**src/rtl/morse_char_decoder_if.sv**
```systemverilog
// Key/clear inputs and character outputs of the Morse character decoder.
// The master drives the key side; the decoder is the slave.
interface morse_char_decoder_if;
   logic       key;
   logic       clear;
   logic [5:0] char_code;
   logic       char_valid;
   logic       busy;
   logic [2:0] sym_count;
   logic       word_gap;

   modport master (
      output key, clear,
      input  char_code, char_valid, busy, sym_count, word_gap
   );

   modport slave (
      input  key, clear,
      output char_code, char_valid, busy, sym_count, word_gap
   );
endinterface

```
**src/rtl/morse_char_decoder.sv**
```systemverilog
// Morse key decoder: times marks/spaces in prescaled ticks, assembles dots/dashes, emits a 6-bit character code.
// Optional word-gap pulse is enabled by defining MORSE_WORD_GAP_EN.
module morse_char_decoder #(
   parameter int TICK_DIV  = 50000,
   parameter int DOT_MAX   = 2,
   parameter int GAP_TICKS = 4,
   parameter int MAX_SYM   = 5
) (
   input logic                  clk,
   input logic                  reset_n,
   morse_char_decoder_if.slave  mif
);

   localparam int PRESC_W = (TICK_DIV > 1) ? $clog2(TICK_DIV) : 1;
   localparam int MARK_W  = $clog2(DOT_MAX + 2);
   localparam int GAP_W   = $clog2(GAP_TICKS + 1);

   localparam logic [PRESC_W-1:0] PRESC_LAST = PRESC_W'(TICK_DIV - 1);
   localparam logic [MARK_W-1:0]  MARK_SAT   = MARK_W'(DOT_MAX + 1);
   localparam logic [MARK_W-1:0]  DOT_LIM    = MARK_W'(DOT_MAX);
   localparam logic [GAP_W-1:0]   GAP_LIM    = GAP_W'(GAP_TICKS);
   localparam logic [2:0]         SYM_LIM    = 3'(MAX_SYM);

   typedef enum logic [1:0] {IDLE, MARK, SPACE, EMIT} state_t;

   state_t               state_q, state_d;
   logic [PRESC_W-1:0]   presc_q, presc_d;
   logic [MARK_W-1:0]    mark_cnt_q, mark_cnt_d;
   logic [GAP_W-1:0]     gap_cnt_q, gap_cnt_d;
   logic [MAX_SYM-1:0]   pattern_q, pattern_d;
   logic [2:0]           sym_count_q, sym_count_d;
   logic                 overflow_q, overflow_d;
   logic [5:0]           char_code_q, char_code_d;
   logic                 char_valid_q, char_valid_d;
   logic                 busy_q, busy_d;
   logic                 tick;
   logic                 sym_is_dash;
   logic [GAP_W-1:0]     gap_next;
   logic [4:0]           pat5;

   // Pattern holds the first symbol in the highest used bit; dot=0, dash=1.
   function automatic logic [5:0] lookup(input logic [2:0] cnt, input logic [4:0] pat);
      logic [5:0] code;
      case ({cnt, pat})
         8'b001_00000: code = 6'd14;  8'b001_00001: code = 6'd29;
         8'b010_00000: code = 6'd18;  8'b010_00001: code = 6'd10;
         8'b010_00010: code = 6'd23;  8'b010_00011: code = 6'd22;
         8'b011_00000: code = 6'd28;  8'b011_00001: code = 6'd30;
         8'b011_00010: code = 6'd27;  8'b011_00011: code = 6'd32;
         8'b011_00100: code = 6'd13;  8'b011_00101: code = 6'd20;
         8'b011_00110: code = 6'd16;  8'b011_00111: code = 6'd24;
         8'b100_00000: code = 6'd17;  8'b100_00001: code = 6'd31;
         8'b100_00010: code = 6'd15;  8'b100_00100: code = 6'd21;
         8'b100_00110: code = 6'd25;  8'b100_00111: code = 6'd19;
         8'b100_01000: code = 6'd11;  8'b100_01001: code = 6'd33;
         8'b100_01010: code = 6'd12;  8'b100_01011: code = 6'd34;
         8'b100_01100: code = 6'd35;  8'b100_01101: code = 6'd26;
         8'b101_11111: code = 6'd0;   8'b101_01111: code = 6'd1;
         8'b101_00111: code = 6'd2;   8'b101_00011: code = 6'd3;
         8'b101_00001: code = 6'd4;   8'b101_00000: code = 6'd5;
         8'b101_10000: code = 6'd6;   8'b101_11000: code = 6'd7;
         8'b101_11100: code = 6'd8;   8'b101_11110: code = 6'd9;
         default:      code = 6'd63;
      endcase
      return code;
   endfunction

   assign tick        = (presc_q == PRESC_LAST);
   assign sym_is_dash = (mark_cnt_q > DOT_LIM);
   assign gap_next    = gap_cnt_q + GAP_W'(tick);
   assign pat5        = 5'(pattern_q);

   always_comb begin
      presc_d      = tick ? '0 : presc_q + 1'b1;
      state_d      = state_q;
      mark_cnt_d   = mark_cnt_q;
      gap_cnt_d    = gap_cnt_q;
      pattern_d    = pattern_q;
      sym_count_d  = sym_count_q;
      overflow_d   = overflow_q;
      char_code_d  = char_code_q;
      char_valid_d = 1'b0;

      case (state_q)
         IDLE: begin
            if (mif.key) begin
               state_d    = MARK;
               mark_cnt_d = '0;
            end
         end
         MARK: begin
            if (!mif.key) begin
               if (sym_count_q < SYM_LIM) begin
                  pattern_d   = (pattern_q << 1) | MAX_SYM'(sym_is_dash);
                  sym_count_d = sym_count_q + 3'd1;
               end else begin
                  overflow_d = 1'b1;
               end
               state_d   = SPACE;
               gap_cnt_d = '0;
            end else if (tick && mark_cnt_q != MARK_SAT) begin
               mark_cnt_d = mark_cnt_q + 1'b1;
            end
         end
         SPACE: begin
            // Gap expiry wins over a key rise in the same cycle.
            if (gap_next >= GAP_LIM) begin
               state_d      = EMIT;
               char_code_d  = overflow_q ? 6'd63 : lookup(sym_count_q, pat5);
               char_valid_d = 1'b1;
               pattern_d    = '0;
               sym_count_d  = '0;
               overflow_d   = 1'b0;
               gap_cnt_d    = '0;
            end else if (mif.key) begin
               state_d    = MARK;
               mark_cnt_d = '0;
            end else begin
               gap_cnt_d = gap_next;
            end
         end
         default: begin
            state_d    = mif.key ? MARK : IDLE;
            mark_cnt_d = '0;
         end
      endcase

      if (mif.clear) begin
         state_d      = IDLE;
         pattern_d    = '0;
         sym_count_d  = '0;
         overflow_d   = 1'b0;
         mark_cnt_d   = '0;
         gap_cnt_d    = '0;
         char_code_d  = char_code_q;
         char_valid_d = 1'b0;
      end

      busy_d = (state_d == MARK) || (state_d == SPACE);
   end

   always_ff @(posedge clk or negedge reset_n) begin
      if (!reset_n) begin
         state_q      <= IDLE;
         presc_q      <= '0;
         mark_cnt_q   <= '0;
         gap_cnt_q    <= '0;
         pattern_q    <= '0;
         sym_count_q  <= '0;
         overflow_q   <= 1'b0;
         char_code_q  <= 6'd63;
         char_valid_q <= 1'b0;
         busy_q       <= 1'b0;
      end else begin
         state_q      <= state_d;
         presc_q      <= presc_d;
         mark_cnt_q   <= mark_cnt_d;
         gap_cnt_q    <= gap_cnt_d;
         pattern_q    <= pattern_d;
         sym_count_q  <= sym_count_d;
         overflow_q   <= overflow_d;
         char_code_q  <= char_code_d;
         char_valid_q <= char_valid_d;
         busy_q       <= busy_d;
      end
   end

   assign mif.char_code  = char_code_q;
   assign mif.char_valid = char_valid_q;
   assign mif.busy       = busy_q;
   assign mif.sym_count  = sym_count_q;

`ifdef MORSE_WORD_GAP_EN
   localparam int WG_TICKS = (7 * GAP_TICKS) / 3;
   localparam int WG_W     = $clog2(WG_TICKS + 1);
   localparam logic [WG_W-1:0] WG_LAST = WG_W'(WG_TICKS - 1);

   logic [WG_W-1:0] wg_cnt_q, wg_cnt_d;
   logic            wg_arm_q, wg_arm_d;
   logic            word_gap_q, word_gap_d;

   // Armed on EMIT->IDLE; fires once, then stays quiet until the next emit.
   always_comb begin
      wg_cnt_d   = wg_cnt_q;
      wg_arm_d   = wg_arm_q;
      word_gap_d = 1'b0;
      if (mif.clear) begin
         wg_cnt_d = '0;
         wg_arm_d = 1'b0;
      end else if (state_q == EMIT && state_d == IDLE) begin
         wg_cnt_d = '0;
         wg_arm_d = 1'b1;
      end else if (state_q == IDLE) begin
         if (mif.key) begin
            wg_cnt_d = '0;
            wg_arm_d = 1'b0;
         end else if (wg_arm_q && tick) begin
            if (wg_cnt_q == WG_LAST) begin
               word_gap_d = 1'b1;
               wg_arm_d   = 1'b0;
               wg_cnt_d   = '0;
            end else begin
               wg_cnt_d = wg_cnt_q + 1'b1;
            end
         end
      end
   end

   always_ff @(posedge clk or negedge reset_n) begin
      if (!reset_n) begin
         wg_cnt_q   <= '0;
         wg_arm_q   <= 1'b0;
         word_gap_q <= 1'b0;
      end else begin
         wg_cnt_q   <= wg_cnt_d;
         wg_arm_q   <= wg_arm_d;
         word_gap_q <= word_gap_d;
      end
   end

   assign mif.word_gap = word_gap_q;
`else
   assign mif.word_gap = 1'b0;
`endif

endmodule

```
**src/flat_wrapper.sv**
```systemverilog
// flat-port wrapper written by rule: the top's interface ports become plain ports
module morse_char_decoder_flat 
#(
   parameter int TICK_DIV  = 50000,
   parameter int DOT_MAX   = 2,
   parameter int GAP_TICKS = 4,
   parameter int MAX_SYM   = 5
)
  (clk, reset_n, mif_key, mif_clear, mif_char_code, mif_char_valid, mif_busy, mif_sym_count, mif_word_gap);
  morse_char_decoder_if mif_i ();
  input logic clk;
  input logic reset_n;
  input wire logic [$bits(mif_i.key)-1:0] mif_key;
  input wire logic [$bits(mif_i.clear)-1:0] mif_clear;
  output wire logic [$bits(mif_i.char_code)-1:0] mif_char_code;
  output wire logic [$bits(mif_i.char_valid)-1:0] mif_char_valid;
  output wire logic [$bits(mif_i.busy)-1:0] mif_busy;
  output wire logic [$bits(mif_i.sym_count)-1:0] mif_sym_count;
  output wire logic [$bits(mif_i.word_gap)-1:0] mif_word_gap;
  assign mif_i.key = mif_key;
  assign mif_i.clear = mif_clear;
  assign mif_char_code = mif_i.char_code;
  assign mif_char_valid = mif_i.char_valid;
  assign mif_busy = mif_i.busy;
  assign mif_sym_count = mif_i.sym_count;
  assign mif_word_gap = mif_i.word_gap;
  morse_char_decoder #(.TICK_DIV(TICK_DIV), .DOT_MAX(DOT_MAX), .GAP_TICKS(GAP_TICKS), .MAX_SYM(MAX_SYM)) u_core (.clk(clk), .reset_n(reset_n), .mif(mif_i));
endmodule
```
**config.mk**
```make
export PLATFORM = sky130hd
export DESIGN_NAME = morse_char_decoder_flat
export DESIGN_NICKNAME = d
export VERILOG_FILES = /design/src/rtl/morse_char_decoder_if.sv /design/src/rtl/morse_char_decoder.sv /design/src/flat_wrapper.sv
export SDC_FILE = /design/constraint.sdc
export NUM_CORES = 1
export LEC_CHECK = 0
export CELL_PAD_IN_SITES_DETAIL_PLACEMENT = 1
export CELL_PAD_IN_SITES_GLOBAL_PLACEMENT = 2
export CORE_ASPECT_RATIO = 1.1
export CORE_MARGIN = 4
export CORE_UTILIZATION = 34
export DETAILED_ROUTE_END_ITERATION = 6
export GPL_TIMING_DRIVEN = 1
export PLACE_DENSITY = 0.83
export SLEW_MARGIN = 20
export SYNTH_ARGS = -nofsm -noshare
export SYNTH_HDL_FRONTEND = slang
export SYNTH_SLANG_ARGS = --single-unit
```
**constraint.sdc**
```tcl
create_clock -name clk -period 2.9 [get_ports clk]
set_input_delay 0.58 -clock clk [delete_from_list [all_inputs] [get_ports clk]]
set_output_delay 0.58 -clock clk [all_outputs]
set_load 0.1 [all_outputs]
```
After elaboration in Yosys (flattened, before gate mapping)
Index checks and enable logic that the tools add are counted.

Bits of input ports: 4. Logic and storage cells: 116. Bits in registers: 40. Output and inout port bits: 12.

$lt $le $gt $ge: 3. Reductions and logical operators: 9. Bitwise logic cells: 2. Mux-type cells: 38. $add $sub $neg: 4. Eq/ne operators: 50.

Operator list (number): $pmux 6 s36 (1); $eq 8x8->1 const B (22); $eq 8x7->1 const B (12); $mux 3 (8); $mux 5 (4); $mux 2 (9); $add 16x1->16 const B (1); $eq 16x16->1 const B (1); $eq 8x6->1 const B (2); $mux 16 (1); $ne 3x3->1 const B (4); $pmux 2 s3 (2); $pmux 3 s2 (2); $pmux 5 s2 (1); $ne 3x2->1 const B (3); $reduce_and 3->1 (3); $mux 1 (8); $reduce_and 4->1 (2); $mux 6 (1); $or 5x1->5 (1); $eq 2x1->1 const B (2); $eq 2x2->1 const B (2); $ne 4x3->1 const B (1); $add 3x1->3 (1); other kinds (12) (12).

Longest topological paths before layout
Depth in word-level cells: 8. Mapped depth: 13. Gate-level depth less buffers: 11.

Least setup slack after synthesis
OpenSTA, ideal clock, no wires.

Path type: flip-flop to flip-flop. Start: register u_core.presc_q[0]. End: register u_core.char_code_q[4] (netlist: u_core.mif.char_code[4]). Library setup time: 87 ps. Path slack: 8 ps. Period minus slack after synthesis: 2892 ps. Data required time: 2813 ps. Buffers on the path: 2. Stages on the path, launching flop included: 13. Data arrival time: 2805 ps. Cells stage by stage: dfrtp_1 -> ha_1 -> and3_1 -> and4_1 -> clkbuf_1 -> ha_1 -> ha_1 -> xnor2_1 -> or3_1 -> clkbuf_1 -> or3_1 -> a211oi_1 -> a31oi_1.

Word-level cells in the longest chain between the ends: 4.

RTL lines: start, declared (line morse_char_decoder.sv:27) `logic [PRESC_W-1:0] presc_q, presc_d;`; start signal, assigned (line morse_char_decoder.sv:156) `presc_q <= presc_d;`; $eq 16x16->1 (line morse_char_decoder.sv:68) `assign tick = (presc_q == PRESC_LAST);`; $add 3x1->3 (line morse_char_decoder.sv:70) `assign gap_next = gap_cnt_q + GAP_W'(tick);`; $ge 3x3->1 (line morse_char_decoder.sv:107) `if (gap_next >= GAP_LIM) begin`; $reduce_and 3->1 (no line); end signal, assigned (line morse_char_decoder.sv:162) `char_code_q <= char_code_d;`; end, declared (line morse_char_decoder.sv:33) `logic [5:0] char_code_q, char_code_d;`.

No other way between the ends. A chain may end at the register's enable or synchronous reset.

Worst setup path after layout
Start: register u_core.presc_q[0]. End: register u_core.char_code_q[2] (netlist: u_core.mif.char_code[2]).

Same word-level chain as after synthesis.

==> summary.md <==
| Metric | Value |
|---|---|
| Slowest CP cell | dfrtp_1 |
| Die height | around 100 um |
| Crit start category | flop |
| Postcts setup bufs | 0 |
| CTS root buffer | clkbuf_8 |
| H-tree levels | 2 |
| Peak supply drop | 0.1968 mV |
| Min Hold Slack | 404.1 ps |
| Top FF cell, synth | dfrtp_1 |
| Clk slew on worst S/H paths | 90 ps |
| Area after DPL | approximately 2900 um^2 |
| Worst Reg-to-Reg Cells | 10 |
| Drt wl/cell | 17.49 um |
| Grt ovf | 0 |
| Worst reg2reg endpoint | u_core.mif.char_code[2] |
| Post-synth top area cell | dfrtp_1 |
| Clk Latency, worst-skew pair | 300 ps |
| Mapped Area | 2624 um^2 |
| Flops & latches, synth | 40 |
| Fraction of layout cells with a size suffix above 1 | 17.57% |
| Remaining DRCs | 0 |
| Design area | between 3000 and 4000 um^2 |
| Crit path capture type | flop |
| Setup slack after layout | 137.6 ps |
| IO buf count | 14 |
| Status | finished, final reports clean |
| Site Rows | 33 |
| Routability cong. | 0.8531 |
| Vias | 2320 |
| Critical Path RT | roughly 3100 ps |
| Final max-slew violation count | 0 |
| Worst r2r src | u_core.presc_q[0] |
| Core footprint | roughly 7500 um^2 |
| Largest net degree at the start of global routing | 41 |
| Cells after Synth | 294 |
| Post-Place Cells | 410 |
| Worst setup path category | reg -> reg |
| Syn Nets | roughly 300 |
| Drt pass-1 iters | 4 |
| CP dominant cell by count | ha_1 |
| CTS sink cnt | 40 |
| Worst endpoint data arrival time | between 2000 and 3000 ps |
| Hold Fails Final Rpt | 0 |
| Die W | 91.76 um |
| CTS Buf Count | 5 |
| Crit Path Max Fanout | 6 |
| Pin slew with the least headroom to its limit | slightly above 900 ps |
| Die area | 9188 um^2 |
| Clk_skew | 16.88 ps |
| Worst reg-to-reg setup slack | about 140 ps |
| Cell Count, Final, Fillers Out | about 420 |
| LEAKAGE | around 1.3 nW |
| Max Fclk | 362.0 MHz |
| Number of flops mapped to enable cells by yosys | 0 |
| P&R area growth vs syn | 14.78% |
| First-pass GRT wire length | 12510 um |
| Largest cells by area after synthesis | dfrtp_1 32%, dfstp_2 6.0%, nor2_1 5.0% |
| Pre-CTS setup slack | 85.30 ps |
| Max-cap check violation count | 0 |
| Post-synth cell types | 66 |
| Seq/Total Area, Yosys | 38.44% |
| Initial antenna violation count | 0 |
| Rel. slew slack | 38.87% |
| Slowest stage delay, CP | between 400 and 500 ps |
| Yosys warns | 0 |
| Vias in the first global route | between 2000 and 2500 |
| Commonest cells after routing, fill and taps aside | 34 x nor2_1, 34 x dfrtp_1, 27 x buf_4, 21 x nand3_1, 17 x nand2_1 |
| Drt via density | 5.550 |
| Share of the synthesized area in the top cell type | between 30% and 40% |
| Routed Antenna Nets | 0 |
| Clock period minus worst slack | 2762 ps |
| Final wirelength | 7309 um |
| Final core occ | between 40% and 50% |
| Syn_area_per_cell | 8.924 um^2 |
| Nets | about 320 |
| DRT iter0 DRCs | 77 |
| GRT Overall Usage | 16.99% |
| Final setup viols | 0 |
| Pwr/cell area | 456.6 nW/um^2 |
| Cells along the critical path | ha_1 > and3_1 > and4_1 > ha_1 > ha_1 > xnor2_1 > or3_4 > a311o_1 > nor4_1 > a31oi_1 |
| Ys async rst share | 100.0% |
| Antenna cells | 0 |
| Starting Density | 35.11% |
| Post-DP HPWL | 5354 um |
| CTS tree | done |
| Class of the worst hold path | in -> async |
| Longest Clk Path Bufs | 2 |
| I/O Pins | 16 |
| Final Cycle Share | a little over nine tenths |
[report_power, final]
part	switching [W]	internal (W)
Combinational	0.000197	0.0000864
Clock	0.000209	0.000282
Sequential	0.0000267	0.000574
Total	0.000433	0.000942
[logic make-up (layout without fill, tap and decap cells)]
| group | Yosys count | in the layout | share of synthesized area (%) |
|---|---|---|---|
| xor gates and xnor gates | 18 | 18 | 6.009 |
| muxes | 5 | 5 | 2.003 |
| other | 1 | 1 | 0.1429 |
| and+or+nand+nor | 143 | 143 | 30.85 |
| AOI/OAI and AO/OA | 56 | 56 | 14.83 |
| adders and majority gates | 6 | 6 | 2.861 |
| DFF | 40 | 40 | 38.44 |
| buffers and inverters | 25 | 44 | 4.864 |
[state kept, by name, indices dropped and copies added, names as in the netlist]
register / cells
u_core.mif.sym_count: 3
u_core.mif.busy: 1
u_core.mif.char_code: 6
u_core.gap_cnt_q: 3
u_core.presc_q: 16
u_core.overflow_q: 1
u_core.state_q: 2
u_core.pat5: 5
u_core.mif.char_valid: 1
u_core.mark_cnt_q: 2
[synth_stat cells, types with 2 or more instances]
cell type	count
nor2_1	35
dfrtp_1	34
nand3_1	21
nand2_1	17
o21ai_0	14
xor2_1	12
nor2b_1	11
a21oi_1	9
clkbuf_1	8
and3_1	7
buf_2	6
dfstp_2	6
ha_1	6
nand2b_1	6
nor3_1	6
nor4b_1	6
xnor2_1	6
inv_1	5
a211oi_1	4
a31oi_1	4
a32oi_1	4
nand4_1	4
nor3b_1	4
buf_6	3
mux2i_1	3
nand3b_1	3
nor4_1	3
or3_1	3
a2111oi_0	2
and4_1	2
mux2_2	2
nor4bb_1	2
o22ai_1	2
or4_1	2
[worst max-delay path: cells and delay by family, from the launching register on]
family / cells / cell delay [ps]
DFF: 1 / 410
AOI/OAI and AO/OA: 2 / 500
xor gates and xnor gates: 1 / 150
and+or+nand+nor: 4 / 990
adders and majority gates: 3 / 640
[metrics by stage]
stage	power, W	TNS [ps]
4_1_cts	0.001395	0
3_3_place_gp	0.0008912	0
6_report	0.001375	0
3_5_place_dp	0.0008939	0
2_1_floorplan	0.0008088	0
5_1_grt	0.001443	-16.68
[worst max path at each step]
| stage | start | to |
|---|---|---|
| floorplan | u_core.presc_q[0] | u_core.mif.char_code[4] |
| global placement | u_core.presc_q[0] | u_core.mif.char_code[4] |
| detailed placement | u_core.presc_q[0] | u_core.mif.char_code[4] |
| CTS | u_core.presc_q[0] | u_core.mif.char_code[4] |
| global route | u_core.presc_q[0] | u_core.mif.char_code[4] |
| finish | u_core.presc_q[0] | u_core.mif.char_code[2] |
[final cells by class]
class	count	area (um^2)
inverter	6	22.52
tap	105	131.4
multi-input combinational	229	1500
sequential	40	1008
fill	871	4462
clock inverter	2	38.79
clock buffer	6	82.58
timing repair buffer	30	227.7
[layer usage]
layer / up-vias / GRT usage [%] / part of all wire, %
met1: 1154 / 20.87 / 44
met5: - / 0 / 0
met4: 0 / 7.886 / 3.3
met2: 32 / 29.17 / 50
met3: 20 / 2.849 / 2.1
li1: 1114 / - / -
[timing repair]
action | CTS | global route
gates resized for setup | 0 | 3
hold buffers | 0 | 0
setup endpoints to repair | 0 | 12
(Power assumes the default switching activity.)
